$ cat src/rtl/hid_pkg.sv
// Shared types and constants for the PS/2 keyboard receiver.
package hid_pkg;

    typedef enum logic [1:0] {
        ST_IDLE = 2'd0,
        ST_DATA = 2'd1,
        ST_PARI = 2'd2,
        ST_STOP = 2'd3
    } hid_state_e;

    localparam logic [7:0] HID_PFX_EXT = 8'hE0;
    localparam logic [7:0] HID_PFX_BRK = 8'hF0;

    localparam int HID_EVT_W = 10;

    // Key event as stored in the FIFO: {ext, break, code}
    typedef struct packed {
        logic       ext;
        logic       brk;
        logic [7:0] code;
    } hid_evt_t;

endpackage

$ cat src/rtl/hid_rx_decoder_if.sv
// Key-event stream: valid/ready handshake with the decoded scan code.
interface hid_rx_decoder_if;
    logic       evt_valid;
    logic       evt_ready;
    logic [7:0] evt_code;
    logic       evt_ext;
    logic       evt_break;

    modport master (output evt_valid, output evt_code, output evt_ext,
                    output evt_break, input evt_ready);
    modport slave  (input evt_valid, input evt_code, input evt_ext,
                    input evt_break, output evt_ready);
endinterface

$ cat src/rtl/hid_evt_fifo.sv
// Synchronous show-ahead FIFO; dout shows the head entry, zero when empty.
// A push while full is accepted only if a pop happens in the same cycle.
module hid_evt_fifo #(
    parameter int WIDTH = 10,
    parameter int DEPTH = 8
) (
    input  logic                     dspclk,
    input  logic                     reset,
    input  logic                     push,
    input  logic                     pop,
    input  logic [WIDTH-1:0]         din,
    output logic [WIDTH-1:0]         dout,
    output logic                     empty,
    output logic                     full,
    output logic [$clog2(DEPTH):0]   level
);
    localparam int AW = $clog2(DEPTH);
    localparam int LW = AW + 1;

    logic [WIDTH-1:0] mem_q [DEPTH];
    logic [AW-1:0]    wr_ptr_q;
    logic [AW-1:0]    rd_ptr_q;
    logic [LW-1:0]    level_q;
    logic             do_push;
    logic             do_pop;

    assign empty   = (level_q == '0);
    assign full    = (level_q == LW'(DEPTH));
    assign do_pop  = pop & ~empty;
    assign do_push = push & (~full | do_pop);
    assign dout    = empty ? '0 : mem_q[rd_ptr_q];
    assign level   = level_q;

    // storage array, written on accepted pushes only
    always_ff @(posedge dspclk) begin
        if (do_push) begin
            mem_q[wr_ptr_q] <= din;
        end
    end

    // pointers wrap naturally since DEPTH is a power of two
    always_ff @(posedge dspclk or posedge reset) begin
        if (reset) begin
            wr_ptr_q <= '0;
            rd_ptr_q <= '0;
            level_q  <= '0;
        end else begin
            if (do_push) wr_ptr_q <= wr_ptr_q + AW'(1);
            if (do_pop)  rd_ptr_q <= rd_ptr_q + AW'(1);
            case ({do_push, do_pop})
                2'b10:   level_q <= level_q + LW'(1);
                2'b01:   level_q <= level_q - LW'(1);
                default: level_q <= level_q;
            endcase
        end
    end

endmodule

$ cat src/rtl/hid_rx_decoder.sv
// PS/2 keyboard receiver: pin synchronisers, clock glitch filter, frame FSM,
// E0/F0 prefix decoder and key-event FIFO.
// Optional build macro PS2_WDOG_EN adds a watchdog that aborts stalled frames.
//
// state   | meaning
// --------+----------------------------------------------
// IDLE    | waiting for a falling edge with start bit 0
// DATA    | shifting in 8 data bits, LSB first
// PARI    | capturing the parity bit
// STOP    | sampling the stop bit and checking the frame
module hid_rx_decoder
    import hid_pkg::*;
#(
    parameter int FILT_LEN   = 8,
    parameter int FIFO_DEPTH = 8,
    parameter int TIMEOUT    = 100000
) (
    input  logic                          dspclk,
    input  logic                          reset,
    input  logic                          hid_clk,
    input  logic                          hid_dat,
    hid_rx_decoder_if.master              evt,
    output logic                          pari_err,
    output logic                          frm_err,
    output logic                          ovf,
    output logic [$clog2(FIFO_DEPTH):0]   fifo_level
);
    localparam int FCW = $clog2(FILT_LEN);

    logic           clk_s1_q, clk_s2_q;
    logic           dat_s1_q, dat_s2_q;
    logic           filt_clk_q, filt_prev_q;
    logic [FCW-1:0] fcnt_q;
    logic           fall;

    hid_state_e     state_q, state_d;
    logic [2:0]     bitcnt_q, bitcnt_d;
    logic [7:0]     shift_q, shift_d;
    logic           par_q, par_d;
    logic           frame_done;
    logic           good_q, good_d;
    logic           pari_err_q, pari_err_d;
    logic           frm_err_q, frm_err_d;
    logic           wd_abort;

    logic           ext_q, ext_d;
    logic           brk_q, brk_d;
    logic           push_req;
    hid_evt_t       push_evt;
    hid_evt_t       head_evt;
    logic           fifo_empty, fifo_full;
    logic           evt_pop;

    // two-flop synchronisers, idle-high reset value
    always_ff @(posedge dspclk or posedge reset) begin
        if (reset) begin
            clk_s1_q <= 1'b1;
            clk_s2_q <= 1'b1;
            dat_s1_q <= 1'b1;
            dat_s2_q <= 1'b1;
        end else begin
            clk_s1_q <= hid_clk;
            clk_s2_q <= clk_s1_q;
            dat_s1_q <= hid_dat;
            dat_s2_q <= dat_s1_q;
        end
    end

    // clock filter: toggle only after FILT_LEN consecutive differing samples
    always_ff @(posedge dspclk or posedge reset) begin
        if (reset) begin
            filt_clk_q  <= 1'b1;
            filt_prev_q <= 1'b1;
            fcnt_q      <= '0;
        end else begin
            filt_prev_q <= filt_clk_q;
            if (clk_s2_q != filt_clk_q) begin
                if (fcnt_q == FCW'(FILT_LEN - 1)) begin
                    filt_clk_q <= clk_s2_q;
                    fcnt_q     <= '0;
                end else begin
                    fcnt_q <= fcnt_q + FCW'(1);
                end
            end else begin
                fcnt_q <= '0;
            end
        end
    end

    assign fall = filt_prev_q & ~filt_clk_q;

`ifdef PS2_WDOG_EN
    localparam int WDW = $clog2(TIMEOUT + 1);
    logic [WDW-1:0] wd_cnt_q;
    logic           filt_edge;

    assign filt_edge = filt_prev_q ^ filt_clk_q;
    assign wd_abort  = (state_q != ST_IDLE) && (wd_cnt_q == WDW'(TIMEOUT));

    // watchdog: restarts on every filtered edge, saturates at TIMEOUT
    always_ff @(posedge dspclk or posedge reset) begin
        if (reset) begin
            wd_cnt_q <= '0;
        end else if ((state_q == ST_IDLE) || filt_edge) begin
            wd_cnt_q <= '0;
        end else if (wd_cnt_q != WDW'(TIMEOUT)) begin
            wd_cnt_q <= wd_cnt_q + WDW'(1);
        end
    end
`else
    assign wd_abort = 1'b0;
`endif

    // frame FSM state and check-result registers
    always_ff @(posedge dspclk or posedge reset) begin
        if (reset) begin
            state_q    <= ST_IDLE;
            bitcnt_q   <= '0;
            shift_q    <= '0;
            par_q      <= 1'b0;
            good_q     <= 1'b0;
            pari_err_q <= 1'b0;
            frm_err_q  <= 1'b0;
        end else begin
            state_q    <= state_d;
            bitcnt_q   <= bitcnt_d;
            shift_q    <= shift_d;
            par_q      <= par_d;
            good_q     <= good_d;
            pari_err_q <= pari_err_d;
            frm_err_q  <= frm_err_d;
        end
    end

    // frame FSM next state; the stop fall produces the frame verdict
    always_comb begin
        state_d    = state_q;
        bitcnt_d   = bitcnt_q;
        shift_d    = shift_q;
        par_d      = par_q;
        frame_done = 1'b0;
        if (wd_abort) begin
            state_d = ST_IDLE;
        end else if (fall) begin
            case (state_q)
                ST_IDLE: begin
                    if (!dat_s2_q) begin
                        state_d  = ST_DATA;
                        bitcnt_d = '0;
                    end
                end
                ST_DATA: begin
                    shift_d  = {dat_s2_q, shift_q[7:1]};
                    bitcnt_d = bitcnt_q + 3'd1;
                    if (bitcnt_q == 3'd7) state_d = ST_PARI;
                end
                ST_PARI: begin
                    par_d   = dat_s2_q;
                    state_d = ST_STOP;
                end
                ST_STOP: begin
                    state_d    = ST_IDLE;
                    frame_done = 1'b1;
                end
                default: state_d = ST_IDLE;
            endcase
        end
        // a bad stop bit wins over bad parity
        good_d     = frame_done & dat_s2_q & (^{shift_q, par_q});
        pari_err_d = frame_done & dat_s2_q & ~(^{shift_q, par_q});
        frm_err_d  = (frame_done & ~dat_s2_q) | wd_abort;
    end

    assign pari_err = pari_err_q;
    assign frm_err  = frm_err_q;

    // prefix flags: shift_q still holds the finished byte while good_q is high
    always_comb begin
        ext_d    = ext_q;
        brk_d    = brk_q;
        push_req = 1'b0;
        if (pari_err_q || frm_err_q) begin
            ext_d = 1'b0;
            brk_d = 1'b0;
        end else if (good_q) begin
            if (shift_q == HID_PFX_EXT) begin
                ext_d = 1'b1;
            end else if (shift_q == HID_PFX_BRK) begin
                brk_d = 1'b1;
            end else begin
                push_req = 1'b1;
                ext_d    = 1'b0;
                brk_d    = 1'b0;
            end
        end
    end

    // prefix flag registers
    always_ff @(posedge dspclk or posedge reset) begin
        if (reset) begin
            ext_q <= 1'b0;
            brk_q <= 1'b0;
        end else begin
            ext_q <= ext_d;
            brk_q <= brk_d;
        end
    end

    assign push_evt = '{ext: ext_q, brk: brk_q, code: shift_q};
    assign evt_pop  = evt.evt_valid & evt.evt_ready;
    assign ovf      = push_req & fifo_full & ~evt_pop;

    hid_evt_fifo #(
        .WIDTH (HID_EVT_W),
        .DEPTH (FIFO_DEPTH)
    ) u_fifo (
        .dspclk (dspclk),
        .reset  (reset),
        .push   (push_req),
        .pop    (evt_pop),
        .din    (push_evt),
        .dout   (head_evt),
        .empty  (fifo_empty),
        .full   (fifo_full),
        .level  (fifo_level)
    );

    assign evt.evt_valid = ~fifo_empty;
    assign evt.evt_code  = head_evt.code;
    assign evt.evt_ext   = head_evt.ext;
    assign evt.evt_break = head_evt.brk;

endmodule

$ cat src/flat_wrapper.sv
// flat-port wrapper written by rule: the top's interface ports become plain ports
module hid_rx_decoder_flat import hid_pkg::*;
#(
    parameter int FILT_LEN   = 8,
    parameter int FIFO_DEPTH = 8,
    parameter int TIMEOUT    = 100000
)
  (dspclk, reset, hid_clk, hid_dat, pari_err, frm_err, ovf, fifo_level, evt_evt_valid, evt_evt_code, evt_evt_ext, evt_evt_break, evt_evt_ready);
  hid_rx_decoder_if evt_i ();
  input  logic dspclk;
  input  logic reset;
  input  logic hid_clk;
  input  logic hid_dat;
  output logic pari_err;
  output logic frm_err;
  output logic ovf;
  output logic [$clog2(FIFO_DEPTH):0] fifo_level;
  output wire logic [$bits(evt_i.evt_valid)-1:0] evt_evt_valid;
  output wire logic [$bits(evt_i.evt_code)-1:0] evt_evt_code;
  output wire logic [$bits(evt_i.evt_ext)-1:0] evt_evt_ext;
  output wire logic [$bits(evt_i.evt_break)-1:0] evt_evt_break;
  input wire logic [$bits(evt_i.evt_ready)-1:0] evt_evt_ready;
  assign evt_evt_valid = evt_i.evt_valid;
  assign evt_evt_code = evt_i.evt_code;
  assign evt_evt_ext = evt_i.evt_ext;
  assign evt_evt_break = evt_i.evt_break;
  assign evt_i.evt_ready = evt_evt_ready;
  hid_rx_decoder #(.FILT_LEN(FILT_LEN), .FIFO_DEPTH(FIFO_DEPTH), .TIMEOUT(TIMEOUT)) u_core (.dspclk(dspclk), .reset(reset), .hid_clk(hid_clk), .hid_dat(hid_dat), .evt(evt_i), .pari_err(pari_err), .frm_err(frm_err), .ovf(ovf), .fifo_level(fifo_level));
endmodule
$ cat config.mk
export PLATFORM = sky130hd
export DESIGN_NAME = hid_rx_decoder_flat
export DESIGN_NICKNAME = d
export VERILOG_FILES = /design/src/rtl/hid_pkg.sv /design/src/rtl/hid_rx_decoder_if.sv /design/src/rtl/hid_evt_fifo.sv /design/src/rtl/hid_rx_decoder.sv /design/src/flat_wrapper.sv
export SDC_FILE = /design/constraint.sdc
export NUM_CORES = 1
export LEC_CHECK = 0
export BUFFER_PORTS_ARGS = -buffer_cell sky130_fd_sc_hd__buf_4
export CAP_MARGIN = 5
export CORE_UTILIZATION = 49
export CTS_BUF_LIST = sky130_fd_sc_hd__clkbuf_16
export DETAILED_ROUTE_END_ITERATION = 10
export GPL_TIMING_DRIVEN = 0
export HOLD_SLACK_MARGIN = 0.1
export PLACE_DENSITY = 0.66
export RECOVER_POWER = 100
export SYNTH_ARGS = -nofsm -noshare
export SYNTH_HDL_FRONTEND = slang
export SYNTH_SLANG_ARGS = --single-unit
$ cat constraint.sdc
create_clock -name dspclk -period 2.44 [get_ports dspclk]
set_clock_uncertainty 0.15 [all_clocks]
set_input_delay 0.244 -clock dspclk [delete_from_list [all_inputs] [get_ports dspclk]]
set_output_delay 0.244 -clock dspclk [all_outputs]
set_load 0.01 [all_outputs]
==> results of run 1 <==
## cell families after synthesis
family / Yosys count / share of synthesized area, %
adders and majority gates: 13 / 3.48
muxes: 47 / 15.5
DFF: 118 / 68.8
AOI/OAI and AO/OA: 15 / 2.28
and+or+nand+nor: 59 / 5.87
xor gates and xnor gates: 14 / 2.79
buffers and inverters: 16 / 1.28
## worst max-delay path, cell delays in order (launching register included)
cell,delay [ns]
dfrtp_2,0.43
or3_4,0.39
o211ai_1,0.28
nand2_2,0.10
inv_2,0.08
ha_1,0.12
a21o_1,0.15
a21oi_4,0.07
or4b_1,0.46
o2111ai_1,0.08
## what timing repair did
item | in CTS | in global routing
pin swaps | 3 | 7
endpoints found under the setup margin | 92 | 69
hold buffers | 4 | 0
resized for setup | 22 | 17
buffers inserted | 2 | 19
endpoints found under the hold margin | 36 | 0
## state kept, by name, indices dropped and copies added, names as in the netlist, 2 cells and up
name / cells
u_core.bitcnt_q: 3
u_core.fcnt_q: 3
u_core.shift_q: 8
u_core.state_q: 2
u_core.u_fifo.level: 4
u_core.u_fifo.mem_q: 80
u_core.u_fifo.rd_ptr_q: 3
u_core.u_fifo.wr_ptr_q: 3
## per-stage QoR
step	cell area, um2	utilization [%]	setup slack [ns]	total power (uW)
after floorplan	4890	-	0.0116	3510
after global placement	5230	53.7	-0.520	3920
after detailed placement	5240	53.8	-0.365	3950
after CTS	5980	61.5	-0.137	6560
after global routing	6160	63.3	-0.0972	6920
final	6160	63.3	0.0317	6610
## layer usage
layer | global-route usage [%] | vias to the layer above | part of all wire [%]
li1 | - | 1206 | -
met5 | 0 | - | 0
met1 | 23.8 | 1300 | 45
met4 | 8.57 | 0 | 1.7
met3 | 4.51 | 11 | 3.0
met2 | 29.4 | 40 | 50
## report_power, final
group	switching, uW	internal [uW]
Combinational	756	837
Clock	845	1690
Sequential	163	2310
Total	1760	4840
## Yosys cell counts, types with 2 or more instances
library cell  instances  area (um2)
mux4_2               20         450
inv_1                10        37.5
clkbuf_1              4        15.0
mux2i_1              13         130
mux2_2               11         124
ha_1                 12         150
dfstp_2               6         158
nand3_1               3        15.0
xor2_1                3        26.3
buf_2                 2        10.0
nand2b_1              2        12.5
dfrtp_1              32         801
and2_1                2        12.5
mux2_4                2        30.0
a21oi_1               3        15.0
nor2_1               23        86.3
nand3b_1              2        15.0
o21ai_0               4        20.0
a22o_1                2        17.5
nand2_1              13        48.8
xnor2_1              10        87.6
edfxtp_1             80        2400
nor3_1                4        20.0
nor2b_1               3        18.8
## cell usage in the layout (no fill, tap or decap), types with 3 or more instances in the layout
cell and instances:
clkinv_1 3, o21ai_0 4, edfxtp_1 80, mux2i_1 13
clkinvlp_4 4, nor2_1 17, ha_1 12, dfrtp_1 22
bufinv_16 4, dfrtp_2 10, clkbuf_16 17, clkbuf_2 3
dfstp_2 5, xor2_1 3, buf_4 28, clkbuf_1 9
mux4_2 20, nand3_1 3, nor2_4 6, nor2b_1 3
dlygate4sd3_1 4, mux2_2 11, clkbuf_4 5, xnor2_1 10
nand2_1 12, inv_1 9
## cell type report
type | instances | share of cell area (%)
Multi-Input combinational cell | 148 | 25.4
Clock inverter | 15 | 3.05
Buffer | 6 | 0.732
Tap cell | 133 | 2.70
Sequential cell | 118 | 54.8
Inverter | 10 | 0.610
Timing Repair Buffer | 47 | 5.81
Clock buffer | 17 | 6.91
## final timing paths
check | start | end | slack, ns | cells past startpoint
setup / recovery | u_core.shift_q[1] | u_core.u_fifo.level[3] | 0.03 | 9
hold / removal | u_core.clk_s1_q | u_core.clk_s2_q | 0.21 | 0
setup reg to reg | u_core.shift_q[1] | u_core.u_fifo.level[3] | 0.03 | 9
hold reg to reg | u_core.clk_s1_q | u_core.clk_s2_q | 0.21 | 0
max in group asynchronous | reset | u_core.shift_q[0] | 0.52 | 3
min in group asynchronous | reset | u_core.u_fifo.level[0] | 0.67 | 3
==> out/metrics.sh, run 1 <==
TIMING_WORST_SETUP_PATH_TYPE='flip-flop to flip-flop'
FILLER_CELL_COUNT=732
SEQUENTIAL_CELL_AREA_MM2=0.00337
DIE_WIDTH_UM=102
WIRELENGTH_UM=8500
CRIT_PATH_START_KIND='flip-flop'
SYNTH_SEQ_AREA_SHARE_PCT=68.8
GRT_ANTENNA_BEFORE_REPAIR=0
SYNTH.FF_LATCH_COUNT=118
LAYOUT.CELLS.NON_FILLER=494
CLOCKBUFFERDEPTH=2
GLOBAL_ROUTE_WIRE_LENGTH_BEFORE_REPAIR_UM=13400
GRT_OVERFLOW_TOTAL=0
ROWS=36
CLK_PIN_SLEW_WORST_PATHS_NS=0.05
DETAIL_ROUTE.WL_PER_CELL_UM=17.2
HPWL_UM=5090
FIN_CRIT_SH_PCT=98.7
DRT.ANTENNA.VIOLATING_NETS=0
DRT-PASS1-ITER-COUNT=7
NUMCLOCKSINKS=118
FINISH.NET_COUNT=366
FINAL-SETUP-VIOL-COUNT=0
TRITONCTS.NUM_BUFFERS=17
VIAS=2557
OUTCOME='finished, violations left'
FINALHOLDVIOLCOUNT=0
FP.DIEAREA_MM2=0.0104
GRT_USE_TOTAL_PCT=18.3
TIGHTEST_SLEW_NS=1.44
ROOT_BUFFER='clkbuf_16'
SYNTHARSTFLOPSHARE_PCT=32.2
MULTIINPUTGATEAREA_MM2=0.00156
PIN_COUNT=23
WORST-ENDPOINT-REQUIRED_NS=2.60
DIE_Y_UM=102
FMAXACHIEVABLE_GHz=0.415
UNREPAIRED_SETUP_ENDPOINTS_AFTER_GLOBAL_ROUTING='yes'
SYN_AREA_MM2=0.00488
SYNTH_AREA_PER_CELL_UM2=17.3
FINAL_ANTENNA_DIODE_COUNT=0
SYNTHDISTINCTLIBCELLS=40
INSERTION_DELAY_NS=0.40
MAX_CAP_VIOL_COUNT=0
ARRIVAL_TIME_OF_THE_WORST_SETUP_PATH_NS=2.57
FINAL_PERIOD_MINUS_WORST_SETUP_SLACK_NS=2.41
CTS_TREE='built'
NUMBER_OF_GLOBAL_ROUTE_VIAS_BEFORE_REPAIR=2520
PORTBUFFERS=22
WORST-PATH-MAX-FANOUT=5
WORSTHOLDPATHTYPE='flip-flop to flip-flop'
PLACE_CONGESTION=0.697
P_LEAK_uW=0.00237
YS_DOMINANT_REG_CELL='edfxtp_1'
SYNTH_EDF_COUNT=80
FLOORPLAN.CORE_AREA_MM2=0.00973
FLOORPLAN.INITIALDENSITY_PCT=50.2
FINALMAXSLEWVIOLATIONS=0
TOTALNEGATIVESETUPSLACK_NS=0
NETLIST_INSTANCES=282
PLACE_INST=437
WHS_NS=0.206
VIOLATIONS_IN_THE_FINAL_REPORTS='DRC'
TIMING.SLEW.HEADROOM_PCT=4.03
CRITPATHCAPTURETYPE='flip-flop'
SYN-NUM-NETS=300
VDD_DROP_MAX_mV=0.575
FINAL_LAYOUT_SIZE_SUFFIX_GT1_SHARE_PCT=37.7
AREA_GROWTH_PCT=26.0
DRT_DRC_VIOLATIONS_LEFT=1
CTS_HTREE_LEVELS=4
MAXIMUM_NUMBER_OF_PINS_ON_ONE_NET_BEFORE_GLOBAL_ROUTE_REPAIR=39
DR_VIAS_CELL=5.18
POWER_DENSITY_mW_PER_MM2=1070
INITIALDRTVIOLATIONCOUNT=110
YS.WARNINGS.COUNT=0
No activity file was read; power rests on OpenSTA's default activity.
==> run 2: changes to the inputs <==
--- a/config.mk
+++ b/config.mk
@@ -12,7 +12,7 @@
 export DETAILED_ROUTE_END_ITERATION = 10
 export GPL_TIMING_DRIVEN = 0
 export HOLD_SLACK_MARGIN = 0.1
-export PLACE_DENSITY = 0.66
+export PLACE_DENSITY = 0.76
 export RECOVER_POWER = 100
 export SYNTH_ARGS = -nofsm -noshare
 export SYNTH_HDL_FRONTEND = slang
==> out/metrics.sh, run 2 (same netlist as run 1, synthesis figures left out) <==
ARRIVAL_TIME_OF_THE_WORST_SETUP_PATH_NS=2.63
ROWS=36
FINALMAXSLEWVIOLATIONS=0
CRIT_PATH_START_KIND='flip-flop'
FINALHOLDVIOLCOUNT=0
FP.DIEAREA_MM2=0.0104
INITIALDRTVIOLATIONCOUNT=174
VIOLATIONS_IN_THE_FINAL_REPORTS='setup timing'
POWER_DENSITY_mW_PER_MM2=1090
CLK_PIN_SLEW_WORST_PATHS_NS=0.05
FIN_CRIT_SH_PCT=101
GRT_OVERFLOW_TOTAL=0
DETAIL_ROUTE.WL_PER_CELL_UM=17.6
FINAL_LAYOUT_SIZE_SUFFIX_GT1_SHARE_PCT=40.1
GRT_USE_TOTAL_PCT=18.4
ROOT_BUFFER='clkbuf_16'
HPWL_UM=5340
WHS_NS=0.205
DRT.ANTENNA.VIOLATING_NETS=0
POST-LAYOUT-TOTAL-POWER_uW=6650
WIRELENGTH_UM=8570
PLACE_CONGESTION=0.757
NUMBER_OF_GLOBAL_ROUTE_VIAS_BEFORE_REPAIR=2552
OUTCOME='finished, violations left'
VDD_DROP_MAX_mV=0.529
CLOCKBUFFERDEPTH=2
AREA_GROWTH_PCT=24.9
WORSTHOLDPATHTYPE='flip-flop to flip-flop'
CRITPATHCAPTURETYPE='flip-flop'
PORTBUFFERS=22
TIMING_WORST_SETUP_PATH_TYPE='flip-flop to flip-flop'
CRITICAL_PATH_BUF_INV_COUNT=1
FILLER_CELL_COUNT=708
FINAL_ANTENNA_DIODE_COUNT=0
UNREPAIRED_SETUP_ENDPOINTS_AFTER_GLOBAL_ROUTING='yes'
MULTIINPUTGATEAREA_MM2=0.00153
NETSWITCHINGPOWER_uW=1800
SHARE_SEQ_OF_TOTAL_POWER_PCT=37.7
TIMING.SLEW.HEADROOM_PCT=42.7
MAX_STAGE_DELAY_NS=0.49
FINAL-SETUP-VIOL-COUNT=1
WORST-PATH-MAX-FANOUT=4
CRITICAL_PATH.TOP_DELAY_FAMILY='simple AND/OR/NAND/NOR gates'
CTS_TREE='built'
CTS_HTREE_LEVELS=4
LARGEST_REG_FLOPS=80
PIN_COUNT=23
P_LEAK_uW=0.00238
WORSTPATHCELLLIST='or3_4 -> o211ai_1 -> nand2_2 -> inv_2 -> ha_1 -> a21o_1 -> a21oi_4 -> or4b_1 -> o2111ai_1'
MAXIMUM_NUMBER_OF_PINS_ON_ONE_NET_BEFORE_GLOBAL_ROUTE_REPAIR=39
SW_FRAC_OF_TOTAL_PCT=27.1
CLOCKPOWERSHARE_PCT=39.1
DR_VIAS_CELL=5.32
CRITICAL_PATH_TOP_DELAY_CELL='or4b_1'
MAX_CAP_VIOL_COUNT=0
FINISH.NET_COUNT=359
MOSTFREQUENTLAYOUTCELL='edfxtp_1'
NUMCLOCKSINKS=118
TRITONCTS.NUM_BUFFERS=17
GLOBAL_ROUTE_WIRE_LENGTH_BEFORE_REPAIR_UM=13500
DRT_DRC_VIOLATIONS_LEFT=0
FMAXACHIEVABLE_GHz=0.405
REGMOSTFLOPS='u_core.u_fifo.mem_q'
SEQUENTIAL_CELL_AREA_MM2=0.00337
DIE_Y_UM=102
FINAL_PERIOD_MINUS_WORST_SETUP_SLACK_NS=2.47
WORST-ENDPOINT-REQUIRED_NS=2.60
VIAS=2592
LAYOUT.CELLS.MOST_COMMON_LIST='edfxtp_1, buf_4, dfrtp_1'
INSERTION_DELAY_NS=0.40
FLOORPLAN.CORE_AREA_MM2=0.00973
POST-ROUTE-WORST-SETUP-SLACK_NS=-0.0307
DRT-PASS1-ITER-COUNT=4
CELL_INTERNAL_PWR_uW=4850
TIGHTEST_SLEW_NS=0.859
GRT_ANTENNA_BEFORE_REPAIR=0
FLOORPLAN.INITIALDENSITY_PCT=50.2
POWER_FRAC_COMB_PCT=23.2
DIE_WIDTH_UM=102
## run 2: changes by cell type in the layout (fill, tap and decap cells not counted), sizes merged
cell	before	now
clkbuf	34	22
buf	32	37
clkinvlp	4	1
inv	11	14
## run 2: layout make-up
cell class	instances	area share [%]
Multi-Input combinational cell	148	25.1
Clock buffer	17	6.97
Buffer	5	0.718
Sequential cell	118	55.3
Timing Repair Buffer	41	5.21
Clock inverter	15	3.32
Inverter	10	0.615
Tap cell	133	2.73
## run 2: timing repair
item | 4_1_cts | 5_1_grt
hold buffers | 4 | 0
setup endpoints to repair | 92 | 93
pin swaps | 1 | 5
endpoints found under the hold margin | 36 | 0
buffers inserted | 1 | 14
resized for setup | 17 | 17
## run 2: path summary, 6_finish.rpt
path,slack [ns],cells past startpoint,start,endpoint
worst max-delay path,-0.03,9,u_core.shift_q[1],u_core.u_fifo.level[3]
worst min-delay path,0.21,0,u_core.dat_s1_q,u_core.dat_s2_q
worst max register to register,-0.03,9,u_core.shift_q[1],u_core.u_fifo.level[3]
worst min register to register,0.21,0,u_core.dat_s1_q,u_core.dat_s2_q
max in group asynchronous,1.18,3,reset,u_core.shift_q[1]
min in group asynchronous,0.41,3,reset,u_core.fcnt_q[2]
## run 2: per-stage QoR
| stage | setup WS (ns) | instances | instance area, um2 | util [%] | setup TNS [ns] |
|---|---|---|---|---|---|
| floorplan | 0.0116 | 282 | 4890 | - | 0 |
| global placement | -0.516 | 437 | 5230 | 53.7 | -14.99 |
| finish | -0.0307 | 487 | 6100 | 62.7 | -0.0307 |
| global route | -0.193 | 487 | 6100 | 62.7 | -0.210 |
| CTS | -0.160 | 474 | 5960 | 61.2 | -3.20 |
| detailed placement | -0.358 | 437 | 5240 | 53.8 | -9.55 |
## run 2: power groups by stage
| stage | registers (uW) | clock network [uW] | logic, uW |
|---|---|---|---|
| after floorplan | 2490 | 0 | 1020 |
| after global placement | 2500 | 0 | 1400 |
| after detailed placement | 2520 | 0 | 1430 |
| after CTS | 2490 | 2630 | 1490 |
| after global routing | 2530 | 2730 | 1720 |
| final | 2510 | 2600 | 1540 |
## run 2: per-layer routing
metal | vias to the layer above | track usage [%] | wire, um
li1 | 1194 | - | -
met1 | 1318 | 24.5 | 3770
met2 | 75 | 29.5 | 4360
met3 | 5 | 5.20 | 398
met4 | 0 | 6.59 | 36
met5 | - | 0 | 0
